File: src/rtl/player_motion.sv
// Per-player motion controller: turns debounced button levels into court
// position, jump arc and a time-limited smash window, stepped once per frame.
module player_motion #(
    parameter int unsigned SIDE         = 0,
    parameter int unsigned INIT_X       = 60,
    parameter int unsigned FLOOR_Y      = 30,
    parameter int unsigned NET_X        = 160,
    parameter int unsigned NET_W        = 6,
    parameter int unsigned PLAYER_W     = 32,
    parameter int unsigned SCREEN_W     = 320,
    parameter int unsigned MOVE_STEP    = 2,
    parameter int unsigned JUMP_V       = 384,
    parameter int unsigned GRAVITY      = 16,
    parameter int unsigned LAND_FRAMES  = 4,
    parameter int unsigned SMASH_FRAMES = 8
) (
    input  logic       clk,
    input  logic       rst_n,
    input  logic       frame_tick,
    input  logic       move_left,
    input  logic       move_right,
    input  logic       jump,
    input  logic       smash_btn,
    input  logic       round_reset,
    output logic [9:0] pos_x,
    output logic [9:0] pos_y,
    output logic       is_smash,
    output logic       airborne
);

    localparam int unsigned POS_W = 10;
    localparam int unsigned X_W   = 11;
    localparam int unsigned FX_W  = 16;
    localparam int unsigned SUM_W = 18;
    localparam int unsigned VEL_W = 12;
    localparam int unsigned CNT_W = 4;

    // Horizontal clamp window depends on which half of the court we own.
    localparam logic signed [X_W-1:0] X_LO =
        (SIDE != 0) ? $signed(X_W'(NET_X + NET_W)) : $signed(X_W'(0));
    localparam logic signed [X_W-1:0] X_HI =
        (SIDE != 0) ? $signed(X_W'(SCREEN_W - PLAYER_W))
                    : $signed(X_W'(NET_X - NET_W - PLAYER_W));
    localparam logic signed [X_W-1:0]   STEP_S    = $signed(X_W'(MOVE_STEP));
    localparam logic [POS_W-1:0]        INIT_X_V  = POS_W'(INIT_X);
    localparam logic [FX_W-1:0]         FLOOR_FX  = FX_W'(FLOOR_Y << 6);
    localparam logic signed [SUM_W-1:0] FLOOR_CMP = $signed(SUM_W'(FLOOR_Y << 6));
    localparam logic signed [VEL_W-1:0] JUMP_V_S  = $signed(VEL_W'(JUMP_V));
    localparam logic signed [VEL_W-1:0] GRAV_S    = $signed(VEL_W'(GRAVITY));
    localparam logic [CNT_W-1:0]        LAND_CNT  = CNT_W'(LAND_FRAMES);
    localparam logic [CNT_W-1:0]        SMASH_CNT = CNT_W'(SMASH_FRAMES);
    localparam logic [CNT_W-1:0]        CNT_ONE   = CNT_W'(1);

    typedef enum logic [1:0] {
        GROUND = 2'd0,
        AIR    = 2'd1,
        LAND   = 2'd2
    } state_t;

    state_t                    state_q, state_d;
    logic [POS_W-1:0]          pos_x_d;
    logic [FX_W-1:0]           pos_y_fx_q, pos_y_fx_d;
    logic signed [VEL_W-1:0]   vel_y_q, vel_y_d;
    logic [CNT_W-1:0]          land_cnt_q, land_cnt_d;
    logic [CNT_W-1:0]          smash_cnt_q, smash_cnt_d;
    logic                      is_smash_d;
    logic                      smash_used_q, smash_used_d;
    logic                      airborne_d;
    logic                      jump_pend_q, jump_pend_d;
    logic                      smash_pend_q, smash_pend_d;
    logic                      jump_q, jump_q_d;
    logic                      smash_q, smash_q_d;

    logic                      jump_req;
    logic                      smash_req;
    logic signed [X_W-1:0]     x_sum;
    logic signed [VEL_W-1:0]   vel_dec;
    logic signed [SUM_W-1:0]   y_sum;
    logic                      landing;

    assign pos_y = pos_y_fx_q[FX_W-1:6];

    // State and datapath registers; everything resets to the round-start pose.
    always_ff @(posedge clk or negedge rst_n) begin
        if (!rst_n) begin
            state_q      <= GROUND;
            pos_x        <= INIT_X_V;
            pos_y_fx_q   <= FLOOR_FX;
            vel_y_q      <= '0;
            land_cnt_q   <= '0;
            smash_cnt_q  <= '0;
            is_smash     <= 1'b0;
            smash_used_q <= 1'b0;
            airborne     <= 1'b0;
            jump_pend_q  <= 1'b0;
            smash_pend_q <= 1'b0;
            jump_q       <= 1'b0;
            smash_q      <= 1'b0;
        end else begin
            state_q      <= state_d;
            pos_x        <= pos_x_d;
            pos_y_fx_q   <= pos_y_fx_d;
            vel_y_q      <= vel_y_d;
            land_cnt_q   <= land_cnt_d;
            smash_cnt_q  <= smash_cnt_d;
            is_smash     <= is_smash_d;
            smash_used_q <= smash_used_d;
            airborne     <= airborne_d;
            jump_pend_q  <= jump_pend_d;
            smash_pend_q <= smash_pend_d;
            jump_q       <= jump_q_d;
            smash_q      <= smash_q_d;
        end
    end

    // Next-state logic: edge capture every clk, motion only on frame_tick,
    // round_reset overriding everything.
    always_comb begin
        state_d      = state_q;
        pos_x_d      = pos_x;
        pos_y_fx_d   = pos_y_fx_q;
        vel_y_d      = vel_y_q;
        land_cnt_d   = land_cnt_q;
        smash_cnt_d  = smash_cnt_q;
        is_smash_d   = is_smash;
        smash_used_d = smash_used_q;
        jump_q_d     = jump;
        smash_q_d    = smash_btn;
        landing      = 1'b0;

        // An edge arriving on the tick clk itself still counts for that tick.
        jump_req     = jump_pend_q | (jump & ~jump_q);
        smash_req    = smash_pend_q | (smash_btn & ~smash_q);
        jump_pend_d  = jump_req;
        smash_pend_d = smash_req;

        // Signed horizontal step so moving left of 0 clamps instead of wrapping.
        x_sum = $signed({1'b0, pos_x});
        if (move_left && !move_right) begin
            x_sum = x_sum - STEP_S;
        end else if (move_right && !move_left) begin
            x_sum = x_sum + STEP_S;
        end

        // Gravity applied first, then the new velocity moves the player.
        vel_dec = vel_y_q - GRAV_S;
        y_sum   = $signed({2'b00, pos_y_fx_q}) + $signed({{(SUM_W-VEL_W){vel_dec[VEL_W-1]}}, vel_dec});

        if (frame_tick) begin
            if (x_sum < X_LO) begin
                pos_x_d = POS_W'(X_LO);
            end else if (x_sum > X_HI) begin
                pos_x_d = POS_W'(X_HI);
            end else begin
                pos_x_d = POS_W'(x_sum);
            end

            case (state_q)
                GROUND: begin
                    if (jump_req) begin
                        vel_y_d      = JUMP_V_S;
                        smash_used_d = 1'b0;
                        state_d      = AIR;
                    end
                end
                AIR: begin
                    if (y_sum <= FLOOR_CMP) begin
                        landing     = 1'b1;
                        pos_y_fx_d  = FLOOR_FX;
                        vel_y_d     = '0;
                        land_cnt_d  = LAND_CNT;
                        state_d     = LAND;
                    end else begin
                        pos_y_fx_d  = FX_W'(y_sum);
                        vel_y_d     = vel_dec;
                    end

                    if (landing) begin
                        is_smash_d  = 1'b0;
                        smash_cnt_d = '0;
                    end else if (is_smash) begin
                        smash_cnt_d = smash_cnt_q - CNT_ONE;
                        if (smash_cnt_q == CNT_ONE) begin
                            is_smash_d = 1'b0;
                        end
                    end else if (smash_req && !smash_used_q) begin
                        is_smash_d   = 1'b1;
                        smash_cnt_d  = SMASH_CNT;
                        smash_used_d = 1'b1;
                    end
                end
                LAND: begin
                    land_cnt_d = land_cnt_q - CNT_ONE;
                    if (land_cnt_q == CNT_ONE) begin
                        state_d = GROUND;
                    end
                end
                default: begin
                    state_d = GROUND;
                end
            endcase

            // Requests live for at most one tick.
            jump_pend_d  = 1'b0;
            smash_pend_d = 1'b0;
        end

        if (round_reset) begin
            state_d      = GROUND;
            pos_x_d      = INIT_X_V;
            pos_y_fx_d   = FLOOR_FX;
            vel_y_d      = '0;
            land_cnt_d   = '0;
            smash_cnt_d  = '0;
            is_smash_d   = 1'b0;
            smash_used_d = 1'b0;
            jump_pend_d  = 1'b0;
            smash_pend_d = 1'b0;
            jump_q_d     = 1'b0;
            smash_q_d    = 1'b0;
        end

        airborne_d = (state_d == AIR);
    end

endmodule

File: config.mk
export PLATFORM = sky130hd
export DESIGN_NAME = player_motion
export DESIGN_NICKNAME = d
export VERILOG_FILES = /design/src/rtl/player_motion.sv
export SDC_FILE = /design/constraint.sdc
export NUM_CORES = 1
export LEC_CHECK = 0
export BUFFER_PORTS_ARGS = -buffer_cell sky130_fd_sc_hd__buf_2
export CAP_MARGIN = 15
export CORE_MARGIN = 2
export CORE_UTILIZATION = 45
export CTS_BUF_LIST = sky130_fd_sc_hd__clkbuf_8
export DETAILED_ROUTE_END_ITERATION = 7
export GPL_TIMING_DRIVEN = 0
export HOLD_SLACK_MARGIN = 0.03
export PLACE_DENSITY = 0.73
export SLEW_MARGIN = 20
export SYNTH_ARGS = -nofsm -noshare
export SYNTH_HDL_FRONTEND = slang
export SYNTH_SLANG_ARGS = --single-unit
File: constraint.sdc
create_clock -name clk -period 5.1 [get_ports clk]
set_input_delay 0.51 -clock clk [delete_from_list [all_inputs] [get_ports clk]]
set_output_delay 0.51 -clock clk [all_outputs]
set_load 0.02 [all_outputs]
==> impl_metrics.yaml <==
run_status:
  status: "finished, final reports clean"
detailed_routing:
  highest_layer: "met4"
  wl_met1_mm: 3.55
  drc_errors: 0
  wl_per_cell_um: 14.4
  avgViaCountPerCell: 5.65
  met3_length_um: 220
  routed_wl_mm: 7.61
  initialDrtViolationCount: 142
  ant_nets: 0
  drtPass1Iterations: 5
  wl_met2_mm: 3.79
  vias: 2988
sta:
  fmax_mhz: 218
  layout_min_cycle_time_ns: 4.59
  rsz0062_at_grt: "no"
  worst_pin_slew_ns: 0.933
  tns_ns: 0
  finalCritPeriodShare_pct: 90.0
  drv_slew: 0
  maxSlewHeadroom_pct: 37.2
  setup_viol: 0
  hold_viol: 0
  fin_skew_ns: 0.0134
global_routing:
  grt_pass1_vias: 2910
  grt_max_degree: 24
  track_usage_pct: 19.2
  grt_pass1_wl_mm: 13.4
  antenna_found_initial: 0
  overflow: 0
logic_synthesis:
  synth_seq_cells: 50
  avgSynthCellArea_um2: 8.96
  synth_fp_nets: 418
  synth_cells: 389
  yosysUniqueCellTypes: 67
  ys_seq_area_share_pct: 36.2
  synth_area_mm2: 0.00349
  async_reset_ff_share_pct: 100
  ys_warn_count: 0
  synth_edf_count: 0
  synth_ff_type: "dfrtp_1"
worst_setup_path:
  path_class: "reg -> reg"
  reg2regPathDepth: 14
  worstPathRequired_ns: 5.35
  cp-end-kind: "flip-flop"
  crit_path_start_kind: "flip-flop"
  arrival_ns: 4.84
  crit_fanout: 10
placement:
  dp.cells: 521
  port_buffers: 28
  dp.final_hpwl_mm: 5.86
  gp_congestion: 0.906
pwr:
  ir_drop_v: 0.000165
  p_leak_nw: 1.73
  p_per_area_mw_per_mm2: 451
  power_mw: 1.76
clock_network:
  clock_path_buffers: 2
  cts_tree: "yes"
  cts-root-buf: "clkbuf_8"
  post_cts_resized: 0
  cts_hold_buf: 0
  htree_levels: 2
  post_cts_buffers: 0
  cts.sinks: 50
  clock_latency_ns: 0.31
  cts_buffers: 5
  clkTransAtPathRegs_ns: 0.10
die:
  die-area_mm2: 0.00847
  rows: 32
  start_util_pct: 45.8
  core-area_mm2: 0.00761
  ios: 30
  dieWidth_um: 92.0
  fp.dieH_um: 92.0
final_layout:
  synthToLayoutAreaGrowth_pct: 11.8
  antenna_cells: 0
  nNetsFinal: 455
  fin_cells: 529
  layout-drive-gt1-share_pct: 16.9
  utilization_pct: 51.2
job:
  cap_viol_max_count: 0
worst_hold_path:
  holdCritPathClass: "in -> async"
[final timing paths]
path | to | slack, ns | from
worst max register to register | pos_y_fx_q[10] | 0.51 | vel_y_q[4]
max in group asynchronous | pos_x[3] | 4.40 | rst_n
worst min-delay path | pos_y_fx_q[12] | 0.04 | rst_n
min in group clk | jump_q | 0.48 | jump
worst max-delay path | pos_y_fx_q[10] | 0.51 | vel_y_q[4]
worst min register to register | pos_y_fx_q[2] | 0.50 | pos_y_fx_q[2]
[cell type report]
cell class / count / area, um2
buffer: 26 / 161
clock buffer: 6 / 82.6
clock inverter: 2 / 12.5
fill: 711 / 3710
inverter: 23 / 86.3
multi-input combinational: 290 / 1980
sequential: 50 / 1260
tap: 102 / 128
timing repair buffer: 30 / 188
[critical path, stage by stage, from the launching register on]
cell and delay [ns]:
dfrtp_1 0.42, nor3_1 0.41, nand2_1 0.13, xor2_1 0.39
inv_1 0.28, ha_1 0.43, and2_1 0.23, a221oi_1 0.45
o21ai_1 0.24, a2111oi_0 0.50, a311oi_1 0.18, a41oi_4 0.34
buf_6 0.20, nand2_4 0.11, o22a_1 0.22
[through the flow]
stage	hold WS [ns]	area (um2)	setup WS, ns
5_1_grt	0.0429	3900	0.0865
4_1_cts	0.0482	3900	0.497
6_report	0.0377	3900	0.508
2_1_floorplan	0.214	3490	1.34
3_3_place_gp	0.486	3750	0.791
3_5_place_dp	0.381	3800	0.587
[sequential cells by signal (all words and copies together) (netlist names)]
register and flops:
airborne 1, is_smash 1, jump_pend_q 1, jump_q 1
land_cnt_q 4, pos_x 9, pos_y_fx_q 16, smash_cnt_q 4
smash_pend_q 1, smash_q 1, smash_used_q 1, state_q 2
vel_y_q 8
[synth_stat cells, types with 3 or more instances]
| library cell | instances | area [um2] |
|---|---|---|
| nor2b_1 | 6 | 37.5 |
| nor3_1 | 17 | 85.1 |
| o22a_1 | 3 | 26.3 |
| nand2b_1 | 8 | 50.1 |
| clkbuf_1 | 11 | 41.3 |
| o22ai_1 | 5 | 31.3 |
| a41oi_1 | 3 | 26.3 |
| a21oi_1 | 19 | 95.1 |
| a21o_1 | 8 | 60.1 |
| nand3_1 | 9 | 45.0 |
| a221oi_1 | 4 | 35.0 |
| a22oi_1 | 3 | 22.5 |
| nand4_1 | 3 | 18.8 |
| or4_1 | 3 | 22.5 |
| xnor2_1 | 12 | 105 |
| or3_1 | 4 | 25.0 |
| o21ai_1 | 6 | 30.0 |
| nor4_1 | 4 | 25.0 |
| and3_1 | 3 | 18.8 |
| nor2_1 | 37 | 139 |
| a31oi_1 | 3 | 18.8 |
| dfrtp_1 | 42 | 1050 |
| xor2_1 | 10 | 87.6 |
| inv_1 | 23 | 86.3 |
| ha_1 | 21 | 263 |
| a211oi_1 | 4 | 30.0 |
| o21ai_0 | 11 | 55.1 |
| buf_4 | 11 | 82.6 |
| dfstp_2 | 8 | 210 |
| buf_6 | 3 | 33.8 |
| or2_2 | 3 | 18.8 |
| and2_1 | 5 | 31.3 |
| a2111oi_0 | 3 | 26.3 |
| nand2_1 | 30 | 113 |
| o31ai_1 | 3 | 22.5 |
| mux2i_1 | 4 | 40.0 |
[report_power, final]
group | internal (mW) | switching [mW]
clock network | 0.109 | 0.133
logic | 0.419 | 0.600
registers | 0.450 | 0.0463
total | 0.978 | 0.780
[cells in the final DEF, fill, tap and decap left out, types with 8 or more instances in the layout]
master,netlist,layout
dfrtp_1,42,42
nor2_1,37,37
nand2_1,30,30
buf_2,0,28
inv_1,23,23
ha_1,21,21
a21oi_1,19,19
nor3_1,17,17
xnor2_1,12,12
clkbuf_1,11,11
o21ai_0,11,11
buf_4,11,11
xor2_1,10,10
nand3_1,9,9
a21o_1,8,8
nand2b_1,8,8
dfstp_2,8,8
[cells by family after synthesis]
group	share of synthesized area [%]
adder cells (fa/ha/maj)	7.53
buffers and inverters	7.10
other	0.108
flip-flops	36.2
AND/OR/NAND/NOR	20.8
AO/OA/AOI/OAI	21.0
XOR/XNOR	5.53
multiplexers	1.79
[layer usage]
metal	vias to the layer above	global-route usage, %
li1	1475	-
met1	1455	24.6
met2	51	34.3
met3	7	2.96
met4	0	3.86
met5	-	0
No activity file was read; power rests on OpenSTA's default activity.
